<file path="config.mk">
export PLATFORM = sky130hd
export DESIGN_NAME = zx_clkgen
export DESIGN_NICKNAME = d
export VERILOG_FILES = /design/src/rtl/zx_clkgen.sv
export SDC_FILE = /design/constraint.sdc
export NUM_CORES = 1
export LEC_CHECK = 0
export BUFFER_PORTS_ARGS = -buffer_cell sky130_fd_sc_hd__buf_2
export CAP_MARGIN = 10
export CORE_MARGIN = 8
export CORE_UTILIZATION = 50
export CTS_CLUSTER_SIZE = 28
export DETAILED_ROUTE_END_ITERATION = 10
export GPL_ROUTABILITY_DRIVEN = 0
export HOLD_SLACK_MARGIN = 0.06
export PLACE_DENSITY = 0.69
export REMOVE_ABC_BUFFERS = 1
export SLEW_MARGIN = 5
export SYNTH_ARGS = -nofsm -noshare
export SYNTH_HDL_FRONTEND = slang
export SYNTH_SLANG_ARGS = --single-unit
</file>
<file path="constraint.sdc">
create_clock -name clk_56m -period 4.4 [get_ports clk_56m]
set_input_delay 0.22 -clock clk_56m [delete_from_list [all_inputs] [get_ports clk_56m]]
set_output_delay 0.22 -clock clk_56m [all_outputs]
set_load 0.02 [all_outputs]
</file>
<file path="src/rtl/zx_clkgen.sv">
// Spectrum clock generator: fixed system/ULA/PSG clocks from clk_56m plus a CPU clock
// with glitch-free speed switching at rising boundaries. Optional hold: CLKGEN_HOLD_EN.
module zx_clkgen #(
    parameter int MODES = 4,
    parameter int CW    = 5,
    parameter int HALF0 = 8,
    parameter int HALF1 = 4,
    parameter int HALF2 = 2,
    parameter int HALF3 = 1,
    parameter int HALF4 = 1,
    parameter int HALF5 = 1,
    parameter int HALF6 = 1,
    parameter int HALF7 = 1,
    localparam int SW   = (MODES > 1) ? $clog2(MODES) : 1
) (
    input  logic          clk_56m,
    input  logic          nRESET,
    input  logic [SW-1:0] speed,
    input  logic          hold,
    output logic          clk_cpu,
    output logic          cpu_pos,
    output logic          cpu_neg,
    output logic          clk_sys,
    output logic          clk_ula,
    output logic          clk_psg,
    output logic [SW-1:0] cur_speed,
    output logic          busy
);

    // state | meaning
    // S_RUN  | cur_speed matches the requested mode
    // S_PEND | switch requested, waiting for the next clk_cpu rising boundary
    typedef enum logic {S_RUN, S_PEND} state_t;

    localparam int HALF_TAB [8] = '{HALF0, HALF1, HALF2, HALF3, HALF4, HALF5, HALF6, HALF7};

    state_t        state, state_nx;
    logic [4:0]    cnt;
    logic [CW-1:0] hcnt, hcnt_nx;
    logic [SW-1:0] tgt, cur_nx;
    logic [3:0]    speed_w;
    logic          clk_nx, pos_nx, neg_nx, busy_nx;
    logic          hold_act, at_tc, held, rise;

    function automatic logic [CW-1:0] reload(input logic [SW-1:0] m);
        logic [2:0] idx;
        idx = 3'(m);
        return CW'(HALF_TAB[idx] - 1);
    endfunction

`ifdef CLKGEN_HOLD_EN
    assign hold_act = hold;
`else
    assign hold_act = hold & 1'b0;
`endif

    assign speed_w = 4'(speed);
    assign tgt     = (speed_w >= 4'(MODES)) ? SW'(MODES - 1) : speed;

    assign at_tc = (hcnt == '0);
    assign held  = hold_act & clk_cpu;
    assign rise  = at_tc & ~clk_cpu;

    always_ff @(posedge clk_56m) begin
        if (!nRESET)
            cnt <= '0;
        else
            cnt <= cnt + 5'd1;
    end

    assign clk_sys = cnt[0];
    assign clk_ula = cnt[1];
    assign clk_psg = cnt[4];

    always_ff @(posedge clk_56m) begin
        if (!nRESET) begin
            state     <= S_RUN;
            hcnt      <= CW'(HALF0 - 1);
            clk_cpu   <= 1'b0;
            cpu_pos   <= 1'b0;
            cpu_neg   <= 1'b0;
            cur_speed <= '0;
            busy      <= 1'b0;
        end else begin
            state     <= state_nx;
            hcnt      <= hcnt_nx;
            clk_cpu   <= clk_nx;
            cpu_pos   <= pos_nx;
            cpu_neg   <= neg_nx;
            cur_speed <= cur_nx;
            busy      <= busy_nx;
        end
    end

    always_comb begin
        state_nx = state;
        hcnt_nx  = hcnt;
        clk_nx   = clk_cpu;
        pos_nx   = 1'b0;
        neg_nx   = 1'b0;
        cur_nx   = cur_speed;
        busy_nx  = busy;

        // A held high phase parks the divider at terminal count.
        if (!at_tc) begin
            hcnt_nx = hcnt - 1'b1;
        end else if (!held) begin
            clk_nx  = ~clk_cpu;
            pos_nx  = ~clk_cpu;
            neg_nx  = clk_cpu;
            hcnt_nx = reload(cur_speed);
        end

        case (state)
            S_RUN: begin
                if (tgt != cur_speed) begin
                    state_nx = S_PEND;
                    busy_nx  = 1'b1;
                end
            end
            S_PEND: begin
                // The new mode's first phase is a full high phase of that mode.
                if (rise) begin
                    state_nx = S_RUN;
                    busy_nx  = 1'b0;
                    cur_nx   = tgt;
                    hcnt_nx  = reload(tgt);
                end
            end
            default: state_nx = S_RUN;
        endcase
    end

endmodule

</file>
Word-level counts from Yosys, hierarchy flattened
Memory sizes are Yosys's and may differ from the RTL's.
Cells that the tools add are included.
- add/subtract/negate cells: 4
- $lt $le $gt $ge: 3
- equal/unequal tests: 3
- multiplexer cells: 14
- bitwise gates (word level): 5
- reductions and logical operators: 4
- operators by type and width (kind ; number):
    $mux 5 ; 7
    $sub 5x2->5 const B ; 2
    $ge 4x4->1 const B ; 2
    $not 2->4 ; 2
    $reduce_and 2->1 ; 3
    $add 5x1->5 const B ; 1
    $logic_not 5->1 ; 1
    $sub 5x1->5 const B ; 1
    $mux 1 ; 4
    $pmux 1 s2 ; 2
    $ge 2x3->1 const B ; 1
    $mux 2 ; 1
    $ne 2x1->1 const B ; 1
    $ne 2x2->1 ; 1
    $ne 2x2->1 const B ; 1
    $not 1->1 ; 2
    $and 1x1->1 ; 1
- flip-flop bits (word level): 17
- bits in read-only memories: 512
- output and inout port bits: 9
- word-level logic and storage cells: 43
- memories: 2
- memories (name ; depth ; bits a word ; read ports ; clocked after memory_dff ; write ports ; RTL line ; source):
    (no name shown) ; 8 ; 32 ; 1 ; 0 ; 0 ; 48 ; return CW'(HALF_TAB[idx] - 1);
    (no name shown) ; 8 ; 32 ; 1 ; 0 ; 0 ; 48 ;

Depth between registers and ports, before layout
- word-level depth: 9
- gate-level depth with buffers: 7
- depth with buffers taken out: 6

Least setup slack after synthesis
Ideal clock, no wire load.
- kind: reg2reg
- start: reg hcnt[0]
- end: reg hcnt[2]
- library setup time: 0.135 ns
- arrival time: 1.459 ns
- slack: 2.805 ns
- stages on the path, launching flop included: 8
- path buffers: 1
- clock period less this slack: 1.595 ns
- cell sequence: dfxtp_1 -> inv_1 -> ha_1 -> nor4b_4 -> nand3b_2 -> buf_6 -> o21ai_0 -> o311ai_2
- longest elaborated chain between the ends: 4
- elaborated cells on any way between the ends: 6
- RTL lines (what ; RTL line ; source):
    start: declaration ; 39 ; logic [CW-1:0] hcnt, hcnt_nx;
    start signal: assignment ; 78 ; hcnt <= CW'(HALF0 - 1);
    start signal: assignment ; 86 ; hcnt <= hcnt_nx;
    $sub 5x1->5 / $logic_not 5->1 (equally long branches) ; 106, 60 ;
    $mux 5 / $and 1x1->1 (equally long branches) ; 105, 62 ;
    $mux 5 ; 123 ; if (rise) begin
    $mux 5 * ; 114 ; case (state)
Mark *: on every way between the ends. The rest lies on a longest branch, timed or not.
A chain may end at the register's enable or synchronous reset.

Final worst setup path
- start: reg hcnt[0]
- end: reg hcnt[4]
The elaborated chain is that of the path after synthesis.

==> impl_results.md <==
- Asr flop ratio synth: 0
- Max Freq: 509 MHz
- All-Layer GR Usage: 0.0919
- Clock tree from TritonCTS: done
- Chip height: between 50 and 60 µm
- Status: completed
- Leak pwr: 0.386 nW
- Max_cap viols: 0
- Number of nets in the layout: 102
- # Post-CTS Setup Buffers: 0
- Yosys top cell by area: dfxtp_1
- Number of I/O pins: 14
- Max Slew Vio Count: 0
- Slew HR: 0.610
- Post-Synthesis Cells: 78
- Yosys warnings: 0
- Floorplan core area: 1490 µm²
- Drt pass-1 iters: 4
- Max VDD drop: 174 µV
- Commonest cells in the netlist: dfxtp_1 (17), nor2_1 (10), nand2_1 (6)
- Pre-CTS setup slack: around 2500 ps
- Residual DRC: 0
- Post-route cell area: about 870 µm²
- Top cells by area, synth: dfxtp_1 (44%), ha_1 (6.5%), xnor2_1 (5.6%)
- Vias in the first global route: a little under 600
- Die Area: 3070 µm²
- Maximum clock path buffer count: 2
- Vias: 576
- Power share of the combinational group: 0.105
- Worst Skew: 10.2 ps
- First-pass GRT wire length: 2.39 mm
- Initial Util: 0.521
- Worst Hold Depth: 2
- Diodes inserted: 0
- Initial antenna violation count: 0
- Die width: between 50 and 60 µm
- Flops & latches, synth: 17
- Critical Path AT: roughly 2100 ps
- Synthesized area: a little under 800 µm²
- Unique masters post-synth: 25
- Hold Crit Class: input port to register
- Via-per-instance ratio: 5.33
- Depth of the CTS H-tree: 1
- Internal power: roughly 0.21 mW
- Remaining Overflow, GRT: 0
- Final WS setup: 2430 ps
- Hold slack: 196 ps
- Post-Synth XOR/XNOR Area: 0.0790
- Count leader, synth: dfxtp_1
- Area of the multi-input gates: 402 µm²
- Num rows: 14
- Setup CP Type: register to register
- Largest net degree at the start of global routing: 13
- Worst Setup End Kind: register
- Fillers: 139
- Post-DP Area: 837 µm²
- Synth Area in Simple Gates: 0.210
- Final hold viol count: 0
- Reg power frac: 0.591
- Worst-Skew Late Latency: roughly 300 ps
- Pwr Density: around 320 nW/µm²
- R2r worst-path depth: 6
- # clock sinks: 17
- Post-DRT Antenna Nets: 0
- Top cell type's share of synthesized area: 0.439
- Final setup TNS: 0 ps
- Synth-to-Final Area Change: 11.8%
- CTS Hold Bufs: 0
- Switch Pwr: about 0.071 mW
- Post-Syn Area per Cell: 9.95 µm²
- Share of layout cells above drive strength 1: 0.239
- Dominant combinational cell family by area after synthesis: simple AND/OR/NAND/NOR gates
- Slew of the pin with the lowest slew margin: 582 ps
- Wire length per cell: around 12 µm
- Switching Share: 0.256
- Compound-Gate Fraction of Synth Area: 0.126
- EDFF count, synth: 0
- Clock power share: 0.304
- CTS buffer count: 3
- Max FO, Critical Path: 12
- Unrepaired setup endpoints after global routing: no
- Setup violations, final: 0
- Routed WL: 1.29 mm
- Worst EP required: 4560 ps
- Multiplexer share of the synthesized area: 0.0387
- Sequential area share after synthesis: 0.439
- Register Area: 340 µm²
- Setup crit start kind: register
- Root buf cell: clkbuf_4
- Starting DRT DRC Count: 8
- Fin crit share: 0.447
- Resize count post-CTS: 0
- Slowest CP cell: nor4b_4
- Post-Synth Adder-Cell Area: 0.0645
- Clk slew on worst S/H paths: approximately 90 ps
- Largest stage delay, worst path: 520 ps
- Dpl hpwl: 966 µm
- Final Power: 0.279 mW
- # port buffers: 12
- CP cell instances: inv_1 -> ha_1 -> nor4b_4 -> nand3b_2 -> a21oi_1 -> a311oi_2
- Fin crit period: between 1500 and 2000 ps
- Synth Flop Type: dfxtp_1
==> layer usage <==
metal / track usage / routed length, µm / vias to the layer above
met2: 0.141 / 575 / 18
met1: 0.110 / 602 / 257
met5: 0 / 0 / -
met4: 0.0528 / 28 / 0
li1: - / - / 296
met3: 0.0274 / 78 / 5
==> state kept, by name, summed over array words and instances (netlist names) <==
register   flops
state          1
cur_speed      2
cpu_pos        1
busy           1
cnt            5
clk_cpu        1
cpu_neg        1
hcnt           5
==> area by class of cell <==
class / instances / area share
clock buffer: 3 / 0.0260
clock inverter: 1 / 0.00866
multi-input combinational: 55 / 0.463
timing repair buffer: 12 / 0.0693
tap: 16 / 0.0231
sequential: 17 / 0.392
inverter: 4 / 0.0173
==> logic make-up (layout without fill, tap and decap cells) <==
| family | count (synthesis) | count (layout) |
|---|---|---|
| simple gates | 30 | 30 |
| flops | 17 | 17 |
| compound gates | 11 | 11 |
| xor+xnor | 7 | 7 |
| buf+inv | 6 | 20 |
| fa+ha+maj | 4 | 4 |
| mux | 3 | 3 |
==> path summary, 6_finish.rpt <==
kind / startpoint / endpoint / slack [ps]
worst min-delay path: nRESET / hcnt[0]$_SDFF_PN1_ / 200
worst max register to register: hcnt[0]$_SDFF_PN1_ / hcnt[4]$_SDFF_PN0_ / 2430
worst min register to register: cnt[0]$_SDFF_PN0_ / cnt[0]$_SDFF_PN0_ / 470
worst max-delay path: hcnt[0]$_SDFF_PN1_ / hcnt[4]$_SDFF_PN0_ / 2430
==> power groups by stage <==
stage / clock network, mW / registers [mW] / logic (mW)
2_1_floorplan: 0 / 0.171 / 0.0167
3_3_place_gp: 0 / 0.169 / 0.0290
6_report: 0.0849 / 0.165 / 0.0292
5_1_grt: 0.0942 / 0.166 / 0.0334
3_5_place_dp: 0 / 0.169 / 0.0298
4_1_cts: 0.0883 / 0.165 / 0.0300
==> through the flow <==
step / instances / util
floorplan: 76 / -
global placement: 104 / 0.562
detailed placement: 104 / 0.562
CTS: 108 / 0.582
global route: 108 / 0.582
finish: 108 / 0.582
==> cells in the final DEF, fill, tap and decap left out, types with 2 or more instances in the layout <==
cell and instances:
o211ai_1 2, mux2i_1 3, xnor2_1 5, dfxtp_1 17, nor2_1 10, xor2_1 2, o21ai_0 2, buf_2 12
nand2b_1 3, clkbuf_4 3, ha_1 4, inv_1 3, nand3_1 5, nor3_1 2, o211a_1 2, a21oi_1 2
nand2_1 6
==> critical path: cells and delay by family (launching register included) <==
family,cells,cell delay (ps)
adders and majority gates,1,210
buffers and inverters,1,70
DFF,1,320
AOI/OAI and AO/OA,2,360
and+or+nand+nor,2,870
Note: power is estimated with default switching activity, not from simulation.
